==> config.mk <==
export PLATFORM = sky130hd
export DESIGN_NAME = dma_apb_cfg_master_flat
export DESIGN_NICKNAME = d
export VERILOG_FILES = /design/src/rtl/dma_apb_pkg.sv /design/src/rtl/dma_apb_cfg_master_if.sv /design/src/rtl/dma_apb_cfg_master.sv /design/src/flat_wrapper.sv
export SDC_FILE = /design/constraint.sdc
export NUM_CORES = 1
export LEC_CHECK = 0
export CAP_MARGIN = 25
export CORE_ASPECT_RATIO = 0.9
export CORE_MARGIN = 4
export CORE_UTILIZATION = 48
export CTS_BUF_LIST = sky130_fd_sc_hd__clkbuf_8
export CTS_CLUSTER_DIAMETER = 200
export DETAILED_ROUTE_END_ITERATION = 7
export GPL_ROUTABILITY_DRIVEN = 0
export PLACE_DENSITY = 0.89
export RECOVER_POWER = 50
export SETUP_SLACK_MARGIN = 0.15
export SYNTH_ARGS = -nofsm -noshare
export SYNTH_HDL_FRONTEND = slang
export SYNTH_SLANG_ARGS = --single-unit
==> constraint.sdc <==
create_clock -name clk -period 3.49 [get_ports clk]
set_input_delay 0.698 -clock clk [delete_from_list [all_inputs] [get_ports clk]]
set_output_delay 0.698 -clock clk [all_outputs]
set_load 0.01 [all_outputs]
==> src/rtl/dma_apb_pkg.sv <==
// rtl/dma_apb_pkg.sv - Shared types and widths for the DMA APB configuration requester
//
// Contents:
//   DMA_APB_ADDR_W / DMA_APB_DATA_W : widths of the DMA APB configuration port
//   apb_state_e                     : requester FSM states
//   rsp_status_e                    : 2-bit response status codes
//   is_word_aligned()               : true when a byte address sits on a 32-bit boundary

package dma_apb_pkg;

  localparam int DMA_APB_ADDR_W = 13;
  localparam int DMA_APB_DATA_W = 32;

  typedef enum logic [1:0] {
    ST_IDLE   = 2'd0,
    ST_SETUP  = 2'd1,
    ST_ACCESS = 2'd2,
    ST_RESP   = 2'd3
  } apb_state_e;

  typedef enum logic [1:0] {
    RSP_OK         = 2'b00,
    RSP_SLVERR     = 2'b01,
    RSP_TIMEOUT    = 2'b10,
    RSP_MISALIGNED = 2'b11
  } rsp_status_e;

  function automatic logic is_word_aligned(input logic [1:0] addr_lsb);
    return (addr_lsb == 2'b00);
  endfunction

endpackage

==> src/rtl/dma_apb_cfg_master_if.sv <==
// rtl/dma_apb_cfg_master_if.sv - Command, response and APB signal bundle for dma_apb_cfg_master
//
// Signals:
//   cmd_valid/cmd_ready/cmd_write/cmd_addr/cmd_wdata : command channel (source -> requester)
//   rsp_valid/rsp_ready/rsp_rdata/rsp_status         : response channel (requester -> source)
//   pclken                                           : APB clock enable
//   psel/penable/pwrite/paddr/pwdata                 : APB request pins (requester -> DMA)
//   prdata/pready/pslverr                            : APB completer response (DMA -> requester)
// Modports:
//   master : the requester
//   slave  : the command source together with the APB completer

interface dma_apb_cfg_master_if
  import dma_apb_pkg::*;
#(
  parameter int ADDR_W = DMA_APB_ADDR_W,
  parameter int DATA_W = DMA_APB_DATA_W
) ();

  logic              cmd_valid;
  logic              cmd_ready;
  logic              cmd_write;
  logic [ADDR_W-1:0] cmd_addr;
  logic [DATA_W-1:0] cmd_wdata;

  logic              rsp_valid;
  logic              rsp_ready;
  logic [DATA_W-1:0] rsp_rdata;
  logic [1:0]        rsp_status;

  logic              pclken;
  logic              psel;
  logic              penable;
  logic              pwrite;
  logic [ADDR_W-1:0] paddr;
  logic [DATA_W-1:0] pwdata;
  logic [DATA_W-1:0] prdata;
  logic              pready;
  logic              pslverr;

  modport master (
    input  cmd_valid, cmd_write, cmd_addr, cmd_wdata,
    output cmd_ready,
    output rsp_valid, rsp_rdata, rsp_status,
    input  rsp_ready,
    input  pclken,
    output psel, penable, pwrite, paddr, pwdata,
    input  prdata, pready, pslverr
  );

  modport slave (
    output cmd_valid, cmd_write, cmd_addr, cmd_wdata,
    input  cmd_ready,
    input  rsp_valid, rsp_rdata, rsp_status,
    output rsp_ready,
    output pclken,
    input  psel, penable, pwrite, paddr, pwdata,
    output prdata, pready, pslverr
  );

endinterface

==> src/rtl/dma_apb_cfg_master.sv <==
// rtl/dma_apb_cfg_master.sv - APB requester driving the DMA configuration port from a command channel
//
// Ports:
//   clk   : clock, all logic on the rising edge
//   rst   : asynchronous active-low reset
//   bus   : dma_apb_cfg_master_if.master - command, response and APB pins
//   busy  : high whenever the FSM is not in IDLE
// Parameters:
//   ADDR_W, DATA_W : APB widths
//   TIMEOUT        : enabled ACCESS cycles without pready before abort (0 = never)
//
// One command becomes one APB SETUP/ACCESS transfer. Every output is a flop,
// so there is no combinational path from any input to the APB pins.

module dma_apb_cfg_master
  import dma_apb_pkg::*;
#(
  parameter int ADDR_W  = DMA_APB_ADDR_W,
  parameter int DATA_W  = DMA_APB_DATA_W,
  parameter int TIMEOUT = 16
) (
  input  logic                        clk,
  input  logic                        rst,
  dma_apb_cfg_master_if.master        bus,
  output logic                        busy
);

  // At least one bit even when the timeout is disabled.
  localparam int TMO_W = (TIMEOUT > 0) ? $clog2(TIMEOUT + 1) : 1;
  localparam logic [TMO_W-1:0] TMO_LAST = TMO_W'(TIMEOUT - 1);

  apb_state_e        state_q,      state_d;
  logic              cmd_ready_q,  cmd_ready_d;
  logic              busy_q,       busy_d;
  logic              psel_q,       psel_d;
  logic              penable_q,    penable_d;
  logic              pwrite_q,     pwrite_d;
  logic [ADDR_W-1:0] paddr_q,      paddr_d;
  logic [DATA_W-1:0] pwdata_q,     pwdata_d;
  logic              rsp_valid_q,  rsp_valid_d;
  logic [DATA_W-1:0] rsp_rdata_q,  rsp_rdata_d;
  rsp_status_e       rsp_status_q, rsp_status_d;
  logic [TMO_W-1:0]  tmo_cnt_q,    tmo_cnt_d;

  always_ff @(posedge clk or negedge rst) begin
    if (!rst) begin
      state_q      <= ST_IDLE;
      cmd_ready_q  <= 1'b1;
      busy_q       <= 1'b0;
      psel_q       <= 1'b0;
      penable_q    <= 1'b0;
      pwrite_q     <= 1'b0;
      paddr_q      <= '0;
      pwdata_q     <= '0;
      rsp_valid_q  <= 1'b0;
      rsp_rdata_q  <= '0;
      rsp_status_q <= RSP_OK;
      tmo_cnt_q    <= '0;
    end else begin
      state_q      <= state_d;
      cmd_ready_q  <= cmd_ready_d;
      busy_q       <= busy_d;
      psel_q       <= psel_d;
      penable_q    <= penable_d;
      pwrite_q     <= pwrite_d;
      paddr_q      <= paddr_d;
      pwdata_q     <= pwdata_d;
      rsp_valid_q  <= rsp_valid_d;
      rsp_rdata_q  <= rsp_rdata_d;
      rsp_status_q <= rsp_status_d;
      tmo_cnt_q    <= tmo_cnt_d;
    end
  end

  // Next-state and next-output logic. Outputs are computed one cycle ahead
  // so that each flop shows the value that belongs to the state being entered.
  always_comb begin
    state_d      = state_q;
    cmd_ready_d  = cmd_ready_q;
    busy_d       = busy_q;
    psel_d       = psel_q;
    penable_d    = penable_q;
    pwrite_d     = pwrite_q;
    paddr_d      = paddr_q;
    pwdata_d     = pwdata_q;
    rsp_valid_d  = rsp_valid_q;
    rsp_rdata_d  = rsp_rdata_q;
    rsp_status_d = rsp_status_q;
    tmo_cnt_d    = tmo_cnt_q;

    unique case (state_q)
      ST_IDLE: begin
        if (bus.cmd_valid && cmd_ready_q) begin
          cmd_ready_d = 1'b0;
          busy_d      = 1'b1;
          if (!is_word_aligned(bus.cmd_addr[1:0])) begin
            // Rejected without touching the APB pins; paddr/pwdata keep history.
            state_d      = ST_RESP;
            rsp_valid_d  = 1'b1;
            rsp_rdata_d  = '0;
            rsp_status_d = RSP_MISALIGNED;
          end else begin
            state_d   = ST_SETUP;
            psel_d    = 1'b1;
            penable_d = 1'b0;
            pwrite_d  = bus.cmd_write;
            paddr_d   = bus.cmd_addr;
            pwdata_d  = bus.cmd_write ? bus.cmd_wdata : '0;
          end
        end
      end

      ST_SETUP: begin
        if (bus.pclken) begin
          state_d   = ST_ACCESS;
          penable_d = 1'b1;
          tmo_cnt_d = '0;
        end
      end

      ST_ACCESS: begin
        // Completer signals only count on enabled cycles.
        if (bus.pclken) begin
          if (bus.pready) begin
            state_d      = ST_RESP;
            psel_d       = 1'b0;
            penable_d    = 1'b0;
            rsp_valid_d  = 1'b1;
            rsp_status_d = bus.pslverr ? RSP_SLVERR : RSP_OK;
            rsp_rdata_d  = (pwrite_q || bus.pslverr) ? '0 : bus.prdata;
          end else if ((TIMEOUT != 0) && (tmo_cnt_q == TMO_LAST)) begin
            // This is the TIMEOUT-th enabled cycle without pready.
            state_d      = ST_RESP;
            psel_d       = 1'b0;
            penable_d    = 1'b0;
            rsp_valid_d  = 1'b1;
            rsp_status_d = RSP_TIMEOUT;
            rsp_rdata_d  = '0;
          end else begin
            tmo_cnt_d = tmo_cnt_q + TMO_W'(1);
          end
        end
      end

      ST_RESP: begin
        if (bus.rsp_ready) begin
          state_d     = ST_IDLE;
          rsp_valid_d = 1'b0;
          cmd_ready_d = 1'b1;
          busy_d      = 1'b0;
        end
      end

      default: begin
        state_d = ST_IDLE;
      end
    endcase
  end

  assign bus.cmd_ready  = cmd_ready_q;
  assign bus.psel       = psel_q;
  assign bus.penable    = penable_q;
  assign bus.pwrite     = pwrite_q;
  assign bus.paddr      = paddr_q;
  assign bus.pwdata     = pwdata_q;
  assign bus.rsp_valid  = rsp_valid_q;
  assign bus.rsp_rdata  = rsp_rdata_q;
  assign bus.rsp_status = rsp_status_q;
  assign busy           = busy_q;

endmodule

==> src/flat_wrapper.sv <==
// flat-port wrapper written by rule: the top's interface ports become plain ports
module dma_apb_cfg_master_flat import dma_apb_pkg::*;
#(
  parameter int ADDR_W  = DMA_APB_ADDR_W,
  parameter int DATA_W  = DMA_APB_DATA_W,
  parameter int TIMEOUT = 16
)
  (clk, rst, busy, bus_cmd_valid, bus_cmd_write, bus_cmd_addr, bus_cmd_wdata, bus_cmd_ready, bus_rsp_valid, bus_rsp_rdata, bus_rsp_status, bus_rsp_ready, bus_pclken, bus_psel, bus_penable, bus_pwrite, bus_paddr, bus_pwdata, bus_prdata, bus_pready, bus_pslverr);
  dma_apb_cfg_master_if #(.ADDR_W(ADDR_W), .DATA_W(DATA_W)) bus_i ();
  input  logic clk;
  input  logic rst;
  output logic busy;
  input wire logic [$bits(bus_i.cmd_valid)-1:0] bus_cmd_valid;
  input wire logic [$bits(bus_i.cmd_write)-1:0] bus_cmd_write;
  input wire logic [$bits(bus_i.cmd_addr)-1:0] bus_cmd_addr;
  input wire logic [$bits(bus_i.cmd_wdata)-1:0] bus_cmd_wdata;
  output wire logic [$bits(bus_i.cmd_ready)-1:0] bus_cmd_ready;
  output wire logic [$bits(bus_i.rsp_valid)-1:0] bus_rsp_valid;
  output wire logic [$bits(bus_i.rsp_rdata)-1:0] bus_rsp_rdata;
  output wire logic [$bits(bus_i.rsp_status)-1:0] bus_rsp_status;
  input wire logic [$bits(bus_i.rsp_ready)-1:0] bus_rsp_ready;
  input wire logic [$bits(bus_i.pclken)-1:0] bus_pclken;
  output wire logic [$bits(bus_i.psel)-1:0] bus_psel;
  output wire logic [$bits(bus_i.penable)-1:0] bus_penable;
  output wire logic [$bits(bus_i.pwrite)-1:0] bus_pwrite;
  output wire logic [$bits(bus_i.paddr)-1:0] bus_paddr;
  output wire logic [$bits(bus_i.pwdata)-1:0] bus_pwdata;
  input wire logic [$bits(bus_i.prdata)-1:0] bus_prdata;
  input wire logic [$bits(bus_i.pready)-1:0] bus_pready;
  input wire logic [$bits(bus_i.pslverr)-1:0] bus_pslverr;
  assign bus_i.cmd_valid = bus_cmd_valid;
  assign bus_i.cmd_write = bus_cmd_write;
  assign bus_i.cmd_addr = bus_cmd_addr;
  assign bus_i.cmd_wdata = bus_cmd_wdata;
  assign bus_cmd_ready = bus_i.cmd_ready;
  assign bus_rsp_valid = bus_i.rsp_valid;
  assign bus_rsp_rdata = bus_i.rsp_rdata;
  assign bus_rsp_status = bus_i.rsp_status;
  assign bus_i.rsp_ready = bus_rsp_ready;
  assign bus_i.pclken = bus_pclken;
  assign bus_psel = bus_i.psel;
  assign bus_penable = bus_i.penable;
  assign bus_pwrite = bus_i.pwrite;
  assign bus_paddr = bus_i.paddr;
  assign bus_pwdata = bus_i.pwdata;
  assign bus_i.prdata = bus_prdata;
  assign bus_i.pready = bus_pready;
  assign bus_i.pslverr = bus_pslverr;
  dma_apb_cfg_master #(.ADDR_W(ADDR_W), .DATA_W(DATA_W), .TIMEOUT(TIMEOUT)) u_core (.clk(clk), .rst(rst), .bus(bus_i), .busy(busy));
endmodule
; After elaboration in Yosys (flattened, before gate mapping)
; Cells that the tools add are included.
; Widths: inputs -> output; s select.
[word_totals]
regBits = 92
in_bits = 85
output_inout_bits = 85
word_cells = 93
[classes]
addsub = 1
eq_ne = 13
n_mux = 50
n_reduce_logical = 17
[op_table]
columns = op, count
row1 = $mux 32, 7
row2 = $pmux 32 s2, 1
row3 = $mux 2, 12
row4 = $mux 5, 4
row5 = $reduce_and 5->1, 4
row6 = $mux 1, 18
row7 = $ne 2x2->1 const B, 6
row8 = $reduce_and 6->1, 2
row9 = $pmux 5 s2, 1
row10 = $pmux 2 s4, 1
row11 = $pmux 1 s2, 3
row12 = $pmux 1 s3, 2
row13 = $reduce_and 3->1, 2
row14 = $reduce_bool 2->1, 3
row15 = $reduce_bool 3->1, 2
row16 = $add 5x1->5 const B, 1
row17 = $eq 5x4->1 const B, 1
row18 = $eq 2x2->1 const B, 2
row19 = $logic_not 2->1, 2
row20 = $ne 2x1->1 const B, 2
row21 = $pmux 2 s2, 1
row22 = $ne 3x2->1 const B, 1
row23 = $eq 2x1->1 const B, 1
row24 = $logic_and 1x1->1, 1
row25 = $logic_or 1x1->1, 1

; Logic depth before layout (Yosys ltp)
[logic_depth]
word_depth = 5
ltp_mapped = 9
depth_no_buf = 7

; Worst setup path after synthesis
; No wires, ideal clock.
[synth_timing]
path_kind = register -> register
startpoint = register u_core.tmo_cnt_q[0]
endpoint = register u_core.rsp_status_q[0] (netlist: u_core.bus.rsp_status[0])
setup_time_ns = 0.125
arrival_time_ns = 2.127
required_ns = 3.365
path_slack_ns = 1.239
path_stages_with_launch = 9
n_path_buf = 1
period_less_slack_ns = 2.251
path_cell_list = dfrtp_1 ha_1 and3_1 ha_1 or3b_2 nand3_4 or3_1 buf_6 mux2_2
[synth_via]
elab_chain_len = 3
[synth_rtl]
columns = item, line
row1 = from (decl), dma_apb_cfg_master.sv:43  ; logic [TMO_W-1:0] tmo_cnt_q, tmo_cnt_d;
row2 = from (signal assigned), dma_apb_cfg_master.sv:71  ; tmo_cnt_q <= tmo_cnt_d;
row3 = $eq 5x4->1, dma_apb_cfg_master.sv:131  ; end else if ((TIMEOUT != 0) && (tmo_cnt_q == TMO_LAST)) begin
row4 = $ne 3x2->1 (no line), n/a
row5 = $reduce_and 5->1 (no line), n/a
row6 = to (signal assigned), dma_apb_cfg_master.sv:70  ; rsp_status_q <= rsp_status_d;
row7 = to (decl), dma_apb_cfg_master.sv:42  ; rsp_status_e rsp_status_q, rsp_status_d;
; No other way between the ends.
; A chain may end at the register's enable or synchronous reset.

; Worst setup path in the final report
[layout_timing]
startpoint = register u_core.tmo_cnt_q[0]
endpoint = register u_core.rsp_rdata_q[5] (netlist: u_core.bus.rsp_rdata[5])
[layout_via]
elab_chain_len = 3
[layout_rtl]
columns = item, line
row1 = $eq 5x4->1, dma_apb_cfg_master.sv:131
row2 = $ne 3x2->1 (no line), n/a
row3 = $reduce_and 5->1 (no line), n/a
row4 = to (signal assigned), dma_apb_cfg_master.sv:69  ; rsp_rdata_q <= rsp_rdata_d;
row5 = to (decl), dma_apb_cfg_master.sv:41  ; logic [DATA_W-1:0] rsp_rdata_q, rsp_rdata_d;
; No other way between the ends.

==> summary.txt <==
Job
  • Max Cap Violations: 1

GRT
  • Total gr overflow: 0
  • Global-route wire length before repair: between 15 and 20 mm
  • Initial antenna violation count: 0
  • Largest net degree at the start of global routing: approximately 80
  • Number of global-route vias before repair: 3342
  • GR Util All Layers: 20.4%

Synthesis
  • Yosys top cell area share: 56.1%
  • Flops & latches, synth: 92
  • Synth Flop Type: dfrtp_1
  • Synth area leader: dfrtp_1
  • Register area share after synthesis: 56.7%
  • Mapped Area: 4060 um^2
  • Synth area leaders: dfrtp_1 56%, nand2_1 10%, mux2i_1 8.1%
  • Synth top cells by count: 111 x nand2_1, 91 x dfrtp_1, 41 x o21ai_0
  • Count of cell types in the netlist: 34
  • Syn avg cell area: 10.3 um^2
  • Post-synth net total: 487
  • Most frequent cell after synthesis: nand2_1
  • Asr flop ratio synth: 100%
  • Cell count after synthesis: 394
  • Synth Warn #: 0
  • Post-synth EDFFs: 0

CTS
  • CTS Buffer Depth: 2
  • Post-CTS resize count: 0
  • CTS tree: done
  • Worst-skew pair later-pin latency: 0.34 ns
  • Clk sink count: 92
  • H-tree Lvls: 3
  • TritonCTS Buffers: 9
  • CTS Hold Bufs: 0
  • Clock-pin slew on the worst setup and hold paths: 0.09 ns
  • CTS root buf: clkbuf_8
  • Setup Buffers After CTS: 0

Floorplanning
  • Core area: 8150 um^2
  • Die width: 105 um
  • Die Y-Extent: 95.3 um
  • Initial Util: 49.9%
  • Die ar.: approximately 10000 um^2
  • Row count: 31
  • I/O pins: 170

Route
  • Routed WL per cell: about 15 um
  • Via density: 5.00
  • Iteration-0 DRC Markers: 100
  • Max Used Layer: met4
  • Met1 WL: 4.22 mm
  • Total wire length: 10.2 mm
  • Pre-antenna DRT Iters: 4
  • Met2 WL post-DR: approximately 5.0 mm
  • ANT nets after route: 0
  • Via count: around 3300
  • Met3 wire len: 870 um
  • DRC viols: 0

Setup path
  • Worst flop-to-flop path endpoint: u_core.bus.rsp_rdata[5]
  • Critical path fanouts, max: 32
  • Buf/Inv on CP: 1
  • Reg-to-reg slack, setup: between 0.7 and 0.8 ns
  • Critical-path cell list: ha_1, and3_1, ha_1, or3b_2, nand3_1, or3_2, buf_4, mux2i_1
  • CP arrival: 2.98 ns
  • Most common cell on crit path: ha_1
  • Reg-to-Reg Start: u_core.tmo_cnt_q[0]
  • Crit. End Element: flip-flop
  • Slowest stage delay, CP: ~0.48 ns
  • Slowest CP cell: or3b_2
  • CP Launch Type: flip-flop
  • Family with the most delay on the worst path: simple AND/OR/NAND/NOR gates
  • Required time of the critical path: 3.75 ns
  • Crit Path Category: reg -> reg
  • Reg2Reg Depth: 8

Power
  • Static Leak: 0.00279 uW
  • Total power density per cell area: 722 nW/um^2
  • Max VDD drop: 0.000394 V

Min path
  • Hold EP: u_core.bus.pwdata[16]
  • HP Start: u_core.bus.pwdata[16]
  • WHS Path Cells: 2
  • Hold crit path type: reg -> reg

Timing
  • Final setup viols: 0
  • Final cycle utilization of the critical path: 77.7%
  • Max Transition Viols Final: 45
  • Fmax: 369 MHz
  • RSZ-0062 raised after global routing: false
  • Slew @ Worst Pin: 2.47 ns
  • Final min period: 2.71 ns
  • Final setup skew: 0.0106 ns
  • Final Hold Fails: 0
  • Setup TNS Final: 0 ns
  • Rel. slew slack: -64.6%

Placed design
  • PortBufs: 169
  • Placed Instance Area: between 5000 and 6000 um^2
  • Placed Instances: 647
  • Post-DP HPWL: 7.69 mm

Final layout
  • Final #Nets: 652
  • Layout cell share with drive strength beyond 1: 7.62%
  • Area growth syn-to-layout: 46.9%
  • Inserted Diodes: 0
  • Final Instance Area: approximately 6000 um^2
  • Final std cells w/o fill: 663

Status
  • Status: finished, violations left
  • Violated checks: max-capacitance violations, max-slew violations
## routing by layer
metal,vias to the layer above,global-route usage (%)
met4,0,5.57
met5,-,0
met3,10,7.24
li1,1605,-
met1,1567,25.5
met2,136,34.2
## how the worst max path moves through the flow
stage / end / slack (ns) / start / depth (start not counted)
after global placement: u_core.bus.rsp_rdata[30] / 0.77 / bus_pready / 6
final: u_core.bus.rsp_rdata[5] / 0.78 / u_core.tmo_cnt_q[0] / 8
after detailed placement: u_core.bus.rsp_rdata[5] / 0.67 / bus_pready / 6
after global routing: u_core.bus.pwdata[16] / 0.53 / rst / 1
after floorplan: u_core.bus.rsp_status[0] / 1.24 / u_core.tmo_cnt_q[0] / 8
after CTS: u_core.bus.rsp_rdata[5] / 0.85 / u_core.tmo_cnt_q[0] / 8
## cells by family after synthesis
group | share of synthesized area [%]
adders and majority gates | 2.46
DFF | 56.7
muxes | 12.6
AOI/OAI and AO/OA | 7.27
and+or+nand+nor | 14.2
buffers and inverters | 6.84
## placed cells by master, fill, tap and decap left out, types with 2 or more instances in the layout
cell type,netlist,final
a21oi_1,3,3
and2_1,2,2
buf_4,0,4
clkbuf_8,0,10
clkdlybuf4s50_1,0,129
clkinvlp_4,0,2
dfrtp_1,91,91
dlygate4sd3_1,0,39
ha_1,8,8
inv_1,38,39
inv_6,0,3
mux2_2,16,16
mux2i_1,33,33
nand2_1,111,111
nand2b_1,2,2
nand3_1,6,6
nor2_1,4,4
o21ai_0,41,41
o41ai_1,2,2
## stage by stage
stage / power, uW / utilization, % / setup WS [ns] / hold WS, ns
2_1_floorplan: 2810 / - / 1.24 / 0.402
4_1_cts: 4440 / 73.5 / 0.846 / 0.347
3_5_place_dp: 3760 / 71.2 / 0.667 / 0.470
5_1_grt: 4590 / 73.3 / 0.535 / 0.508
6_report: 4310 / 73.3 / 0.777 / 0.481
3_3_place_gp: 3670 / 71.2 / 0.767 / 0.460
## flip-flops by register name, summed over array words and instances (netlist names)
register	flops
u_core.bus.cmd_ready	1
u_core.bus.paddr	13
u_core.bus.penable	1
u_core.bus.psel	1
u_core.bus.pwdata	32
u_core.bus.pwrite	1
u_core.bus.rsp_rdata	32
u_core.bus.rsp_status	2
u_core.bus.rsp_valid	1
u_core.busy	1
u_core.state_q	2
u_core.tmo_cnt_q	5
## area by class of cell
| type | count | area, um^2 |
|---|---|---|
| inverter | 38 | 143 |
| timing repair buffer | 174 | 1740 |
| tap | 99 | 124 |
| clock buffer | 10 | 138 |
| fill | 577 | 2180 |
| clock inverter | 6 | 45.0 |
| sequential | 92 | 2300 |
| multi-input combinational | 244 | 1480 |
## power by group
group,leakage [uW],switching [uW],internal (uW)
clock network,0.0000911,385,284
registers,0.00121,226,1450
logic,0.00148,902,1060
## worst register-to-register path: stages (launching register included)
cell     delay (ns)
dfrtp_1        0.41
ha_1           0.24
and3_1         0.19
ha_1           0.21
or3b_2         0.48
nand3_1        0.17
or3_2          0.18
buf_4          0.45
mux2i_1        0.28
(Power assumes the default switching activity.)
